**src/rtl/io_terminal.sv**
```systemverilog
// Device side of the FGI/INPR and FGO/OUTR programmed-I/O handshake.
// Define IO_TERM_FIFO_EN to put an IN_DEPTH-entry FIFO ahead of inpr.
module io_terminal #(
   parameter int OUT_DELAY = 4,
   parameter int IN_DEPTH  = 4
) (
   input  logic       clk,
   input  logic       rst,
   input  logic [7:0] in_data,
   input  logic       in_valid,
   output logic       in_ready,
   output logic [7:0] inpr,
   output logic       fgi,
   input  logic       fgi_clr,
   input  logic [7:0] outr,
   output logic       fgo,
   input  logic       fgo_clr,
   output logic [7:0] out_data,
   output logic       out_valid,
   input  logic       out_ready,
   output logic       err
);

   typedef enum logic [1:0] {
      O_IDLE,
      O_SEND,
      O_BUSY
   } ostate_e;

   localparam logic [7:0] CNT_INIT =
      (OUT_DELAY == 0) ? 8'd0 : 8'(OUT_DELAY - 1);

   ostate_e    state_q, state_d;
   logic [7:0] cnt_q, cnt_d;
   logic [7:0] out_data_q, out_data_d;
   logic [7:0] inpr_q, inpr_d;
   logic       fgi_q, fgi_d;
   logic       err_q, err_d;
   logic       load;
   logic [7:0] load_data;

`ifdef IO_TERM_FIFO_EN
   localparam int AW = $clog2(IN_DEPTH);
   localparam logic [AW:0] PTR_ONE = 1;

   logic [7:0] mem_q [IN_DEPTH];
   logic [7:0] mem_d [IN_DEPTH];
   logic [AW:0] wr_q, wr_d, rd_q, rd_d;
   logic       full_q, full_d;
   logic       empty, push;

   assign empty     = (wr_q == rd_q);
   assign push      = in_valid & ~full_q;
   assign load      = ~fgi_q & ~empty;
   assign load_data = mem_q[rd_q[AW-1:0]];
   assign in_ready  = ~full_q;

   always_comb begin
      mem_d = mem_q;
      wr_d  = wr_q;
      rd_d  = rd_q;
      if (push) begin
         mem_d[wr_q[AW-1:0]] = in_data;
         wr_d = wr_q + PTR_ONE;
      end
      if (load) rd_d = rd_q + PTR_ONE;
      // same index, different wrap bit: full
      full_d = (wr_d[AW-1:0] == rd_d[AW-1:0]) &&
               (wr_d[AW] != rd_d[AW]);
   end

   always_ff @(posedge clk) begin
      if (rst) begin
         wr_q   <= '0;
         rd_q   <= '0;
         full_q <= 1'b0;
      end else begin
         wr_q   <= wr_d;
         rd_q   <= rd_d;
         full_q <= full_d;
      end
   end

   always_ff @(posedge clk) begin
      mem_q <= mem_d;
   end
`else
   logic [31:0] unused_depth;

   assign unused_depth = 32'(IN_DEPTH);
   assign in_ready     = ~fgi_q;
   assign load         = in_valid & ~fgi_q;
   assign load_data    = in_data;
`endif

   always_comb begin
      inpr_d     = inpr_q;
      fgi_d      = fgi_q;
      err_d      = err_q;
      state_d    = state_q;
      cnt_d      = cnt_q;
      out_data_d = out_data_q;
      if (load) begin
         inpr_d = load_data;
         fgi_d  = 1'b1;
      end
      if (fgi_clr) begin
         if (fgi_q) fgi_d = 1'b0;
         else       err_d = 1'b1;
      end
      if (fgo_clr && state_q != O_IDLE) err_d = 1'b1;
      unique case (state_q)
         O_IDLE: begin
            if (fgo_clr) begin
               out_data_d = outr;
               state_d    = O_SEND;
            end
         end
         O_SEND: begin
            if (out_ready) begin
               if (OUT_DELAY == 0) begin
                  state_d = O_IDLE;
               end else begin
                  cnt_d   = CNT_INIT;
                  state_d = O_BUSY;
               end
            end
         end
         O_BUSY: begin
            if (cnt_q == 8'd0) state_d = O_IDLE;
            else               cnt_d   = cnt_q - 8'd1;
         end
         default: state_d = O_IDLE;
      endcase
   end

   always_ff @(posedge clk) begin
      if (rst) begin
         state_q    <= O_IDLE;
         cnt_q      <= 8'd0;
         out_data_q <= 8'd0;
         inpr_q     <= 8'd0;
         fgi_q      <= 1'b0;
         err_q      <= 1'b0;
      end else begin
         state_q    <= state_d;
         cnt_q      <= cnt_d;
         out_data_q <= out_data_d;
         inpr_q     <= inpr_d;
         fgi_q      <= fgi_d;
         err_q      <= err_d;
      end
   end

   assign inpr      = inpr_q;
   assign fgi       = fgi_q;
   assign err       = err_q;
   assign out_data  = out_data_q;
   assign fgo       = (state_q == O_IDLE);
   assign out_valid = (state_q == O_SEND);

endmodule

```
**config.mk**
```make
export PLATFORM = sky130hd
export DESIGN_NAME = io_terminal
export DESIGN_NICKNAME = d
export VERILOG_FILES = /design/src/rtl/io_terminal.sv
export SDC_FILE = /design/constraint.sdc
export NUM_CORES = 1
export LEC_CHECK = 0
export ABC_AREA = 1
export BUFFER_PORTS_ARGS = -buffer_cell sky130_fd_sc_hd__buf_2
export CAP_MARGIN = 15
export CORE_MARGIN = 2
export CORE_UTILIZATION = 30
export CTS_CLUSTER_DIAMETER = 40
export DETAILED_ROUTE_END_ITERATION = 16
export PLACE_DENSITY = 0.64
export SYNTH_ARGS = -nofsm -noshare
export SYNTH_HDL_FRONTEND = slang
export SYNTH_SLANG_ARGS = --single-unit
```
**constraint.sdc**
```tcl
create_clock -name clk -period 1.57 [get_ports clk]
set_clock_uncertainty 0.1 [all_clocks]
set_input_delay 0.157 -clock clk [delete_from_list [all_inputs] [get_ports clk]]
set_output_delay 0.157 -clock clk [all_outputs]
set_load 0.005 [all_outputs]
```
==> results of run 1 <==
==> logic make-up after synthesis <==
kind of cell,Yosys count,share of synthesized area (%)
AOI/OAI and AO/OA,32,14.64
xor gates and xnor gates,2,1.385
adders and majority gates,2,1.978
buffers and inverters,18,5.538
DFF,28,44.31
and+or+nand+nor,87,32.15
==> worst paths after layout <==
check	cells after the start	endpoint	slack, ps	from
max	9	cnt_q[7]	130	cnt_q[1]
max reg2reg	9	cnt_q[7]	130	cnt_q[1]
min reg2reg	2	inpr[5]	380	inpr[5]
min	3	out_data[0]	30	outr[0]
==> per-layer routing <==
| metal | vias up | track usage (%) |
|---|---|---|
| li1 | 631 | - |
| met1 | 534 | 13.82 |
| met2 | 34 | 19.83 |
| met3 | 4 | 2.273 |
| met4 | 0 | 5.882 |
| met5 | - | 0 |
==> cell type report <==
class / count / area, um^2 / share of cell area [%]
Multi-Input combinational cell: 123 / 641.9 / 39.98
Sequential cell: 28 / 560.5 / 34.92
Timing Repair Buffer: 44 / 225.2 / 14.03
Tap cell: 50 / 62.56 / 3.897
Inverter: 16 / 60.06 / 3.741
Clock buffer: 4 / 55.05 / 3.429
==> state kept, by name (all words and copies together) (netlist names) <==
register,flops
out_data,8
fgi,1
cnt_q,8
inpr,8
err,1
state_q,2
==> power groups by stage <==
stage	Combinational, W	Sequential [W]	Clock, W
floorplan	0.000158	0.000802	0
global placement	0.000267	0.000797	0
detailed placement	0.000269	0.000798	0
CTS	0.000270	0.000782	0.000461
global route	0.000312	0.000789	0.000481
finish	0.000270	0.000780	0.000438
==> repair_timing <==
| item | 4_1_cts | 5_1_grt |
|---|---|---|
| setup endpoints to repair | 0 | 6 |
| setup buffers | 0 | 0 |
| gates resized for setup | 0 | 2 |
==> worst max-delay path: stages, from the launching register on <==
cell and delay, ps:
dfxtp_1 320, inv_1 110, ha_1 180, nand3_2 110, nor2_4 140, nor2_4 50
nor2_8 140, nor2_1 70, nor2_1 80, nor2_1 40
==> stage by stage <==
step	setup slack, ps	util (%)	area (um^2)	cells
3_5_place_dp	114.1	38.29	1543	261
3_3_place_gp	136.1	38.29	1543	261
2_1_floorplan	165.4	-	1265	169
6_report	127.6	39.84	1605	265
5_1_grt	11.75	39.84	1605	265
4_1_cts	91.51	39.66	1598	265
==> synth_stat cells <==
library cell   n  area [um^2]
a21oi_1        5        25.02
a21oi_2        5        43.79
buf_2          1        5.000
clkbuf_2       1        5.000
clkinv_1       1        3.750
dfxtp_1       28        560.5
ha_1           2        25.02
inv_1         12        45.04
inv_2          3        11.26
nand2_1       20        75.07
nand2_2        3        18.77
nand3_1        8        40.04
nand4_1        1        6.260
nor2_1        46        172.7
nor2_2         2        12.51
nor2_4         5        56.30
nor2_8         1        20.02
nor3_1         1        5.000
o21a_1         1        7.510
o21ai_0       20        100.1
o21ai_2        1        8.760
xor2_1         2        17.52
==> metrics.txt, run 1 <==
sequential fraction of design power=approximately 52%; total wire length=roughly 2700 um; Num CTS Buffers=3; Tightest Pin Transition=roughly 490 ps; DP HPWL=2045 um; synth-to-layout area growth=26.90%; cells after synthesis=approximately 170; vias in the first global route=between 1,000 and 1,500; CTS tree=built; DR WL met2=1178 um; Worst slew margin=between 60% and 70%; I/O pins=43; Final period util=roughly nine tenths; first-pass GRT wire length=roughly 4200 um; pwr dens=between 900 and 1000 nW/um^2; # diodes=0; WS Path Type=flop to flop; met3 WL=~200 um; die height=68.94 um; Clk pwr share=slightly below 30%; worst vdd ir=~420 uV; Ys Warns=0; DIE AREA=~4800 um^2; clock sink count=28; H-tree levels=1; fin nets=240; Clock transition at path regs=approximately 90 ps; Max-cap violations=0; initial detailed-routing violation count=76; P_leak=between 0.7 and 0.8 nW; CP endpoint kind=flop; sequential area share after synthesis=44.31%; DRC viols=0; synthesized area=around 1300 um^2; Initial Util=between 30% and 40%; Synthesized Nets=approximately 190; Total GRT Usage=11.64%; total net switching power=between 0.0003 and 0.0004 W; Fin Setup TNS=0 ps; most frequent cells in the layout=nor2_1 (46), buf_2 (42), dfxtp_1 (28), o21ai_0 (20), nand2_1 (20); minimum clock period=around 1400 ps; Worst Path Arrival=roughly 1500 ps; largest net degree at the start of global routing=20; fraction of layout instances using a drive strength above 1=~33%; logic gate share of total power=a little under a fifth; final max-slew violation count=0; clock root buffer=clkbuf_8; GR Overflow Total=0; Final Hold Vio Count=0; DR vias=between 1,000 and 1,500; Fillers=between 400 and 500; Avg WL per Cell=a little over 10 um; internal power=~0.0011 W; HP Class=primary input to flop; CP Data Required Time=1640 ps; status=finished, final reports clean; CP Launch Type=flop; Site Rows=23; router iterations before antenna repair=4; endpoints failing setup=0; Hold WS=between 20 and 30 ps; Die W=68.94 um; Yosys cell types=22; f_max=693.3 MHz; Via density=about 4.5; Clk Latency, worst-skew pair=between 200 and 300 ps; power consumption=0.001488 W; most common cell after layout, fill and taps aside=nor2_1; Clock Tree Buf Depth=2; initial antenna violation count=0; mean area per synthesized cell=7.485 um^2; CORE AREA=approximately 4000 um^2; number of I/O port buffers=42; Net Sw Frac=around a quarter; Final ANT Viol Nets=0; worst-path fanout max=9; wl on met1=roughly 1300 um; RSZ-0062 raised after global routing=false; CTS Hold Bufs=0; RePlAce Congestion=approximately 0.82; Top Metal Used=met4; flops & latches, synth=28
Power figures use the tool's default switching activity.
==> run 2, diff against run 1 <==
--- a/config.mk
+++ b/config.mk
@@ -8,11 +8,14 @@
 export ABC_AREA = 1
 export BUFFER_PORTS_ARGS = -buffer_cell sky130_fd_sc_hd__buf_2
 export CAP_MARGIN = 15
-export CORE_MARGIN = 2
-export CORE_UTILIZATION = 30
+export CELL_PAD_IN_SITES_DETAIL_PLACEMENT = 1
+export CELL_PAD_IN_SITES_GLOBAL_PLACEMENT = 2
+export CORE_MARGIN = 4
+export CORE_UTILIZATION = 26
 export CTS_CLUSTER_DIAMETER = 40
 export DETAILED_ROUTE_END_ITERATION = 16
-export PLACE_DENSITY = 0.64
+export GPL_TIMING_DRIVEN = 0
+export PLACE_DENSITY = 0.89
 export SYNTH_ARGS = -nofsm -noshare
 export SYNTH_HDL_FRONTEND = slang
 export SYNTH_SLANG_ARGS = --single-unit
==> run 2 against run 1 <==
Effect of this change:
- final cell count increased by 7.5%
- global-route usage decreased by 0.56 points
- power up 10%
- worst hold slack got worse by 1.9 ps
- maximum frequency decreased by 1.4%
- largest cell class unchanged
==> metrics.txt, run 2 (synthesis gave the netlist of run 1 again) <==
status=finished, final reports clean; CTS Hold Bufs=0 (unchanged); Initial Util=26.78% (-4.6 points); Total GRT Usage=11.07% (-0.56 points); die height=77.75 um (+13%); DRC viols=0 (unchanged); total wire length=3274 um (+22%); Clock Tree Buf Depth=2 (unchanged); H-tree levels=1 (unchanged); Clock transition at path regs=110 ps (+20 ps); clock root buffer=clkbuf_8; final instance area=1663 um^2 (+3.6%); Crit-path slowest cell=dfxtp_1; Site Rows=25 (+8.7%); setup ws final=107.0 ps (-20.64 ps); worst vdd ir=378.3 uV (-9.6%); Via density=4.326 (-4.7%); Worst slew margin=81.35% (+14 points); endpoints failing setup=0 (unchanged); Final Hold Vio Count=0 (unchanged); CP endpoint kind=flop; delay-heaviest family, CP=simple AND/OR/NAND/NOR gates; Worst Path Buf+Inv=2 (+1); router iterations before antenna repair=4 (unchanged); I/O pins=43 (unchanged); Place WS=-25.06 ps (-139.2 ps); Final period util=93.19% (+1.3 points); crit-path cells=inv_2 -> ha_2 -> nand3_2 -> nor2_4 -> nor2_4 -> nor2_8 -> buf_4 -> a21oi_1; synth-to-layout area growth=31.45%; P_leak=0.7763 nW (+2.6%); initial antenna violation count=0 (unchanged); clock sink count=28 (unchanged); CP Data Required Time=1640 ps (about the same); final max-slew violation count=0 (unchanged); initial detailed-routing violation count=24 (-68%); most frequent cells in the layout=nor2_1 (46), buf_2 (42), dfxtp_1 (28), o21ai_0 (20), nand2_1 (20); largest net degree at the start of global routing=17 (-15%); fin nets=243 (+1.3%); Worst Path Arrival=1530 ps (+20 ps); Placed Area=1554 um^2 (+0.73%); fraction of layout instances using a drive strength above 1=34.40% (+1.8 points); GR Overflow Total=0 (unchanged); Max-cap violations=0 (unchanged); CORE AREA=4723 um^2 (+17%); Avg WL per Cell=11.49 um (+13%); minimum clock period=1463 ps (+20.64 ps); Die W=77.75 um (+13%); Tightest Pin Transition=279.1 ps (-215.5 ps); RePlAce Congestion=0.7681 (-6.2%); DR vias=1,233 (+2.5%); CP Launch Type=flop; number of I/O port buffers=41 (-2.4%); slowest stage delay, CP=330 ps (about the same); pwr dens=988.7 nW/um^2 (+6.7%); Num CTS Buffers=3 (unchanged); worst-path fanout max=8 (-1); first-pass GRT wire length=5471 um (+31%); vias in the first global route=1,210 (+21%); most common cell after layout, fill and taps aside=nor2_1; cell mode on critical path=nor2_4; DP HPWL=2448 um (+20%); WS Path Type=flop to flop; Final ANT Viol Nets=0 (unchanged); DIE AREA=6045 um^2 (+27%); # diodes=0 (unchanged); f_max=683.5 MHz (-1.4%); Clk Latency, worst-skew pair=280 ps (about the same); HP Class=primary input to flop; CTS tree=built
[run 2: changes by cell type in the layout (fill, tap and decap cells not counted), sizes merged]
cell    previous run  this run
bufinv             0         1
buf               44        46
[run 2: stage by stage]
stage	hold WS (ps)	total power, W	utilization (%)	cells	setup TNS [ps]
after floorplan	218.6	0.0009607	-	169	0
after global placement	307.5	0.001064	32.90	277	0
after detailed placement	320.6	0.001071	32.90	277	-25.06
after CTS	21.93	0.001653	34.41	281	0
after global routing	25.34	0.001743	35.21	285	-31.94
final	26.13	0.001644	35.21	285	0
[run 2: cell type report]
class,count,area [um^2]
repair buffers,45,235.2
flip-flops and latches,28,560.5
clock inverters,1,30.03
plain buffers,2,10.01
clock buffers,3,41.29
well taps,67,83.83
inverters,16,60.06
fillers,609,3060
multi-input cells,123,641.9
[run 2: worst min-delay path, cell delays in order]
cell and delay [ps]:
buf_2 70, o21ai_0 70, nor2_1 80
[run 2: worst paths after layout]
path	start	to	slack (ps)	depth (start not counted)
worst max-delay path	cnt_q[1]	cnt_q[0]	110	8
worst max register to register	cnt_q[1]	cnt_q[0]	110	8
worst min register to register	inpr[6]	inpr[6]	390	2
worst min-delay path	outr[1]	out_data[1]	30	3
[run 2: report_power, final]
part | switching, W | internal [W]
registers | 0.0000244 | 0.000758
clock network | 0.000240 | 0.000342
logic | 0.000159 | 0.000121
[run 2: what timing repair did]
action / CTS / global route
setup buffers: 0 / 4
setup endpoints to repair: 6 / 6
pin swaps: 0 / 3
resized for setup: 1 / 3
gates cloned: 0 / 0
[run 2: routing by layer]
metal	GRT usage, %	part of all wire, %	vias up
met5	0	0	-
met4	3.203	0.79	0
met3	2.552	6.7	2
met2	18.49	46	34
met1	14.14	46	562
li1	-	-	635
==> run 3, diff against run 2 <==
--- a/config.mk
+++ b/config.mk
@@ -12,10 +12,11 @@
 export CELL_PAD_IN_SITES_GLOBAL_PLACEMENT = 2
 export CORE_MARGIN = 4
 export CORE_UTILIZATION = 26
-export CTS_CLUSTER_DIAMETER = 40
+export CTS_CLUSTER_SIZE = 24
 export DETAILED_ROUTE_END_ITERATION = 16
 export GPL_TIMING_DRIVEN = 0
 export PLACE_DENSITY = 0.89
+export REMOVE_ABC_BUFFERS = 1
 export SYNTH_ARGS = -nofsm -noshare
 export SYNTH_HDL_FRONTEND = slang
 export SYNTH_SLANG_ARGS = --single-unit
==> run 3 against run 2 <==
Effect of this change:
- global-route usage fell by 0.76 points
- register-to-register slack barely moved
- combinational power fell by 5%
- via count fell by 2.4%
- maximum frequency rose by 0.58%
- power fell by 9.7%
- critical path type unchanged
- largest cell class unchanged
- largest power group unchanged
==> metrics.txt, run 3 (synthesis gave the netlist of run 1 again) <==
DR vias=1,204 (-2.4%); I/O pins=43 (unchanged); minimum clock period=1455 ps (-8.371 ps); endpoints failing setup=0 (unchanged); reg2reg end=cnt_q[7]; slowest stage delay, CP=320 ps (about the same); wl on met1=1495 um (-0.99%); total wire length=3029 um (-7.5%); Hold Path Depth=3 (unchanged); FF/Latch Area=560.5 um^2 (unchanged); flop-to-flop setup slack=120 ps (about the same); GR Overflow Total=0 (unchanged); Die W=77.75 um (unchanged); HP Class=primary input to flop; f_max=687.5 MHz (+0.58%); Final Hold Vio Count=0 (unchanged); Avg WL per Cell=10.78 um (-6.2%); internal power=0.001094 W (-10%); R2R depth=9 (+1); CP Launch Type=flop; Worst slew margin=68.54% (-13 points); Net Sw Frac=26.25% (+0.47 points); CP endpoint kind=flop; router iterations before antenna repair=3 (-1); final max-slew violation count=0 (unchanged); Tightest Pin Transition=471.3 ps (+192.3 ps); Total GRT Usage=10.31% (-0.76 points); met3 WL=174 um (-21%); CORE AREA=4723 um^2 (unchanged); die height=77.75 um (unchanged); Worst Path Arrival=1520 ps (about the same); Num CTS Buffers=3 (unchanged); CTS Hold Bufs=0 (unchanged); WS Path Type=flop to flop; Via density=4.285 (-0.96%); pwr dens=918.0 nW/um^2 (-7.2%); synth-to-layout area growth=27.79%; area of the multi-input gates=639.4 um^2 (-0.39%); fin nets=239 (-1.6%); vias in the first global route=1,159 (-4.2%); fraction of layout instances using a drive strength above 1=32.24% (-2.2 points); Min-Delay Startpoint=in_data[2]; total net switching power=0.0003895 W (-8.1%); Top Metal Used=met4; DP HPWL=2366 um (-3.3%); Clock Tree Buf Depth=2 (unchanged); largest net degree at the start of global routing=20 (+3); Initial Util=26.78% (unchanged); Max-cap violations=0 (unchanged); P_leak=0.7527 nW (-3.0%); status=finished, final reports clean; Hold WS=36.25 ps (+10.12 ps); Site Rows=25 (unchanged); clock root buffer=clkbuf_8; Placed Area=1549 um^2 (-0.32%); clock sink count=28 (unchanged); first-pass GRT wire length=5216 um (-4.7%); DRC viols=0 (unchanged); most common cell after layout, fill and taps aside=nor2_1; CP Data Required Time=1630 ps (about the same); worst vdd ir=290.0 uV (-23%); Fin Setup TNS=0 ps (unchanged); H-tree levels=1 (unchanged); Clk pwr share=29.5% (-5.9 points); DR WL met2=1345 um (-11%); Clk Latency, worst-skew pair=270 ps (about the same); DIE AREA=6045 um^2 (unchanged); Crit-path slowest cell=dfxtp_1; Finished Core Util=34.23% (-0.98 points); cell mode on critical path=nor2_1; logic gate share of total power=17.9% (+0.9 points); RePlAce Congestion=0.7525 (-2.0%); number of I/O port buffers=42 (+2.4%); sequential fraction of design power=52.7% (+5.1 points); Hold EP=inpr[2]; most frequent cells in the layout=nor2_1 (46), buf_2 (42), dfxtp_1 (28), o21ai_0 (20), nand2_1 (20); Final ANT Viol Nets=0 (unchanged); initial antenna violation count=0 (unchanged); crit-path cells=inv_1 -> ha_1 -> nand3_2 -> nor2_4 -> nor2_4 -> nor2_8 -> nor2_1 -> nor2_1 -> nor2_1; final instance area=1617 um^2 (-2.8%); CTS tree=built; RSZ-0062 raised after global routing=false; Fillers=603 (-0.99%); worst flop-to-flop path startpoint=cnt_q[1]; Clock transition at path regs=90 ps (-20 ps); # diodes=0 (unchanged); initial detailed-routing violation count=32 (+33%); Final period util=92.65% (-0.53 points); power consumption=0.001484 W (-9.7%); worst-path fanout max=9 (+1)
-- run 3: cell types whose count changed in the layout (fill, tap and decap cells not counted), sizes merged --
| cell | before | now |
|---|---|---|
| buf | 46 | 43 |
| bufinv | 1 | 0 |
-- run 3: critical path, delay by kind of cell, from the launching register on --
family / cells / cell delay (ps)
buffers and inverters: 1 / 110
adders and majority gates: 1 / 180
DFF: 1 / 320
and+or+nand+nor: 7 / 640
-- run 3: stage by stage --
stage | setup slack (ps) | std cells
6_report | 115.4 | 281
5_1_grt | 6.229 | 281
4_1_cts | 36.56 | 280
3_5_place_dp | -19.11 | 276
3_3_place_gp | 8.039 | 276
2_1_floorplan | 174.3 | 167
-- run 3: worst max path at each step --
stage / from / slack, ps / end / cells after the start
after floorplan: cnt_q[0] / 170 / cnt_q[7] / 9
after global placement: cnt_q[0] / 8 / cnt_q[7] / 9
after detailed placement: cnt_q[0] / -20 / cnt_q[7] / 9
after CTS: cnt_q[0] / 40 / cnt_q[7] / 9
after global routing: cnt_q[1] / 6 / cnt_q[7] / 9
final: cnt_q[1] / 120 / cnt_q[7] / 9
-- run 3: routing by layer --
| layer | track usage [%] | vias up |
|---|---|---|
| met4 | 2.135 | 0 |
| met5 | 0 | - |
| met3 | 2.320 | 2 |
| met2 | 17.55 | 31 |
| met1 | 13.28 | 543 |
| li1 | - | 628 |
-- run 3: final cells by class --
type | count | share of cell area [%]
Inverter | 16 | 3.715
Sequential cell | 28 | 34.67
Timing Repair Buffer | 43 | 13.47
Tap cell | 67 | 5.186
Clock buffer | 4 | 3.406
Multi-Input combinational cell | 123 | 39.55
-- run 3: power groups by stage --
stage,Clock [W],Sequential (W),Combinational [W]
global placement,0,0.000797,0.000266
CTS,0.000463,0.000783,0.000271
finish,0.000437,0.000781,0.000266
global route,0.000503,0.000790,0.000304
detailed placement,0,0.000799,0.000269
floorplan,0,0.000802,0.000153
-- run 3: timing repair --
action | in CTS | in global routing
pin swaps | 0 | 1
setup buffers | 0 | 1
resized for setup | 1 | 1
setup endpoints to repair | 6 | 6
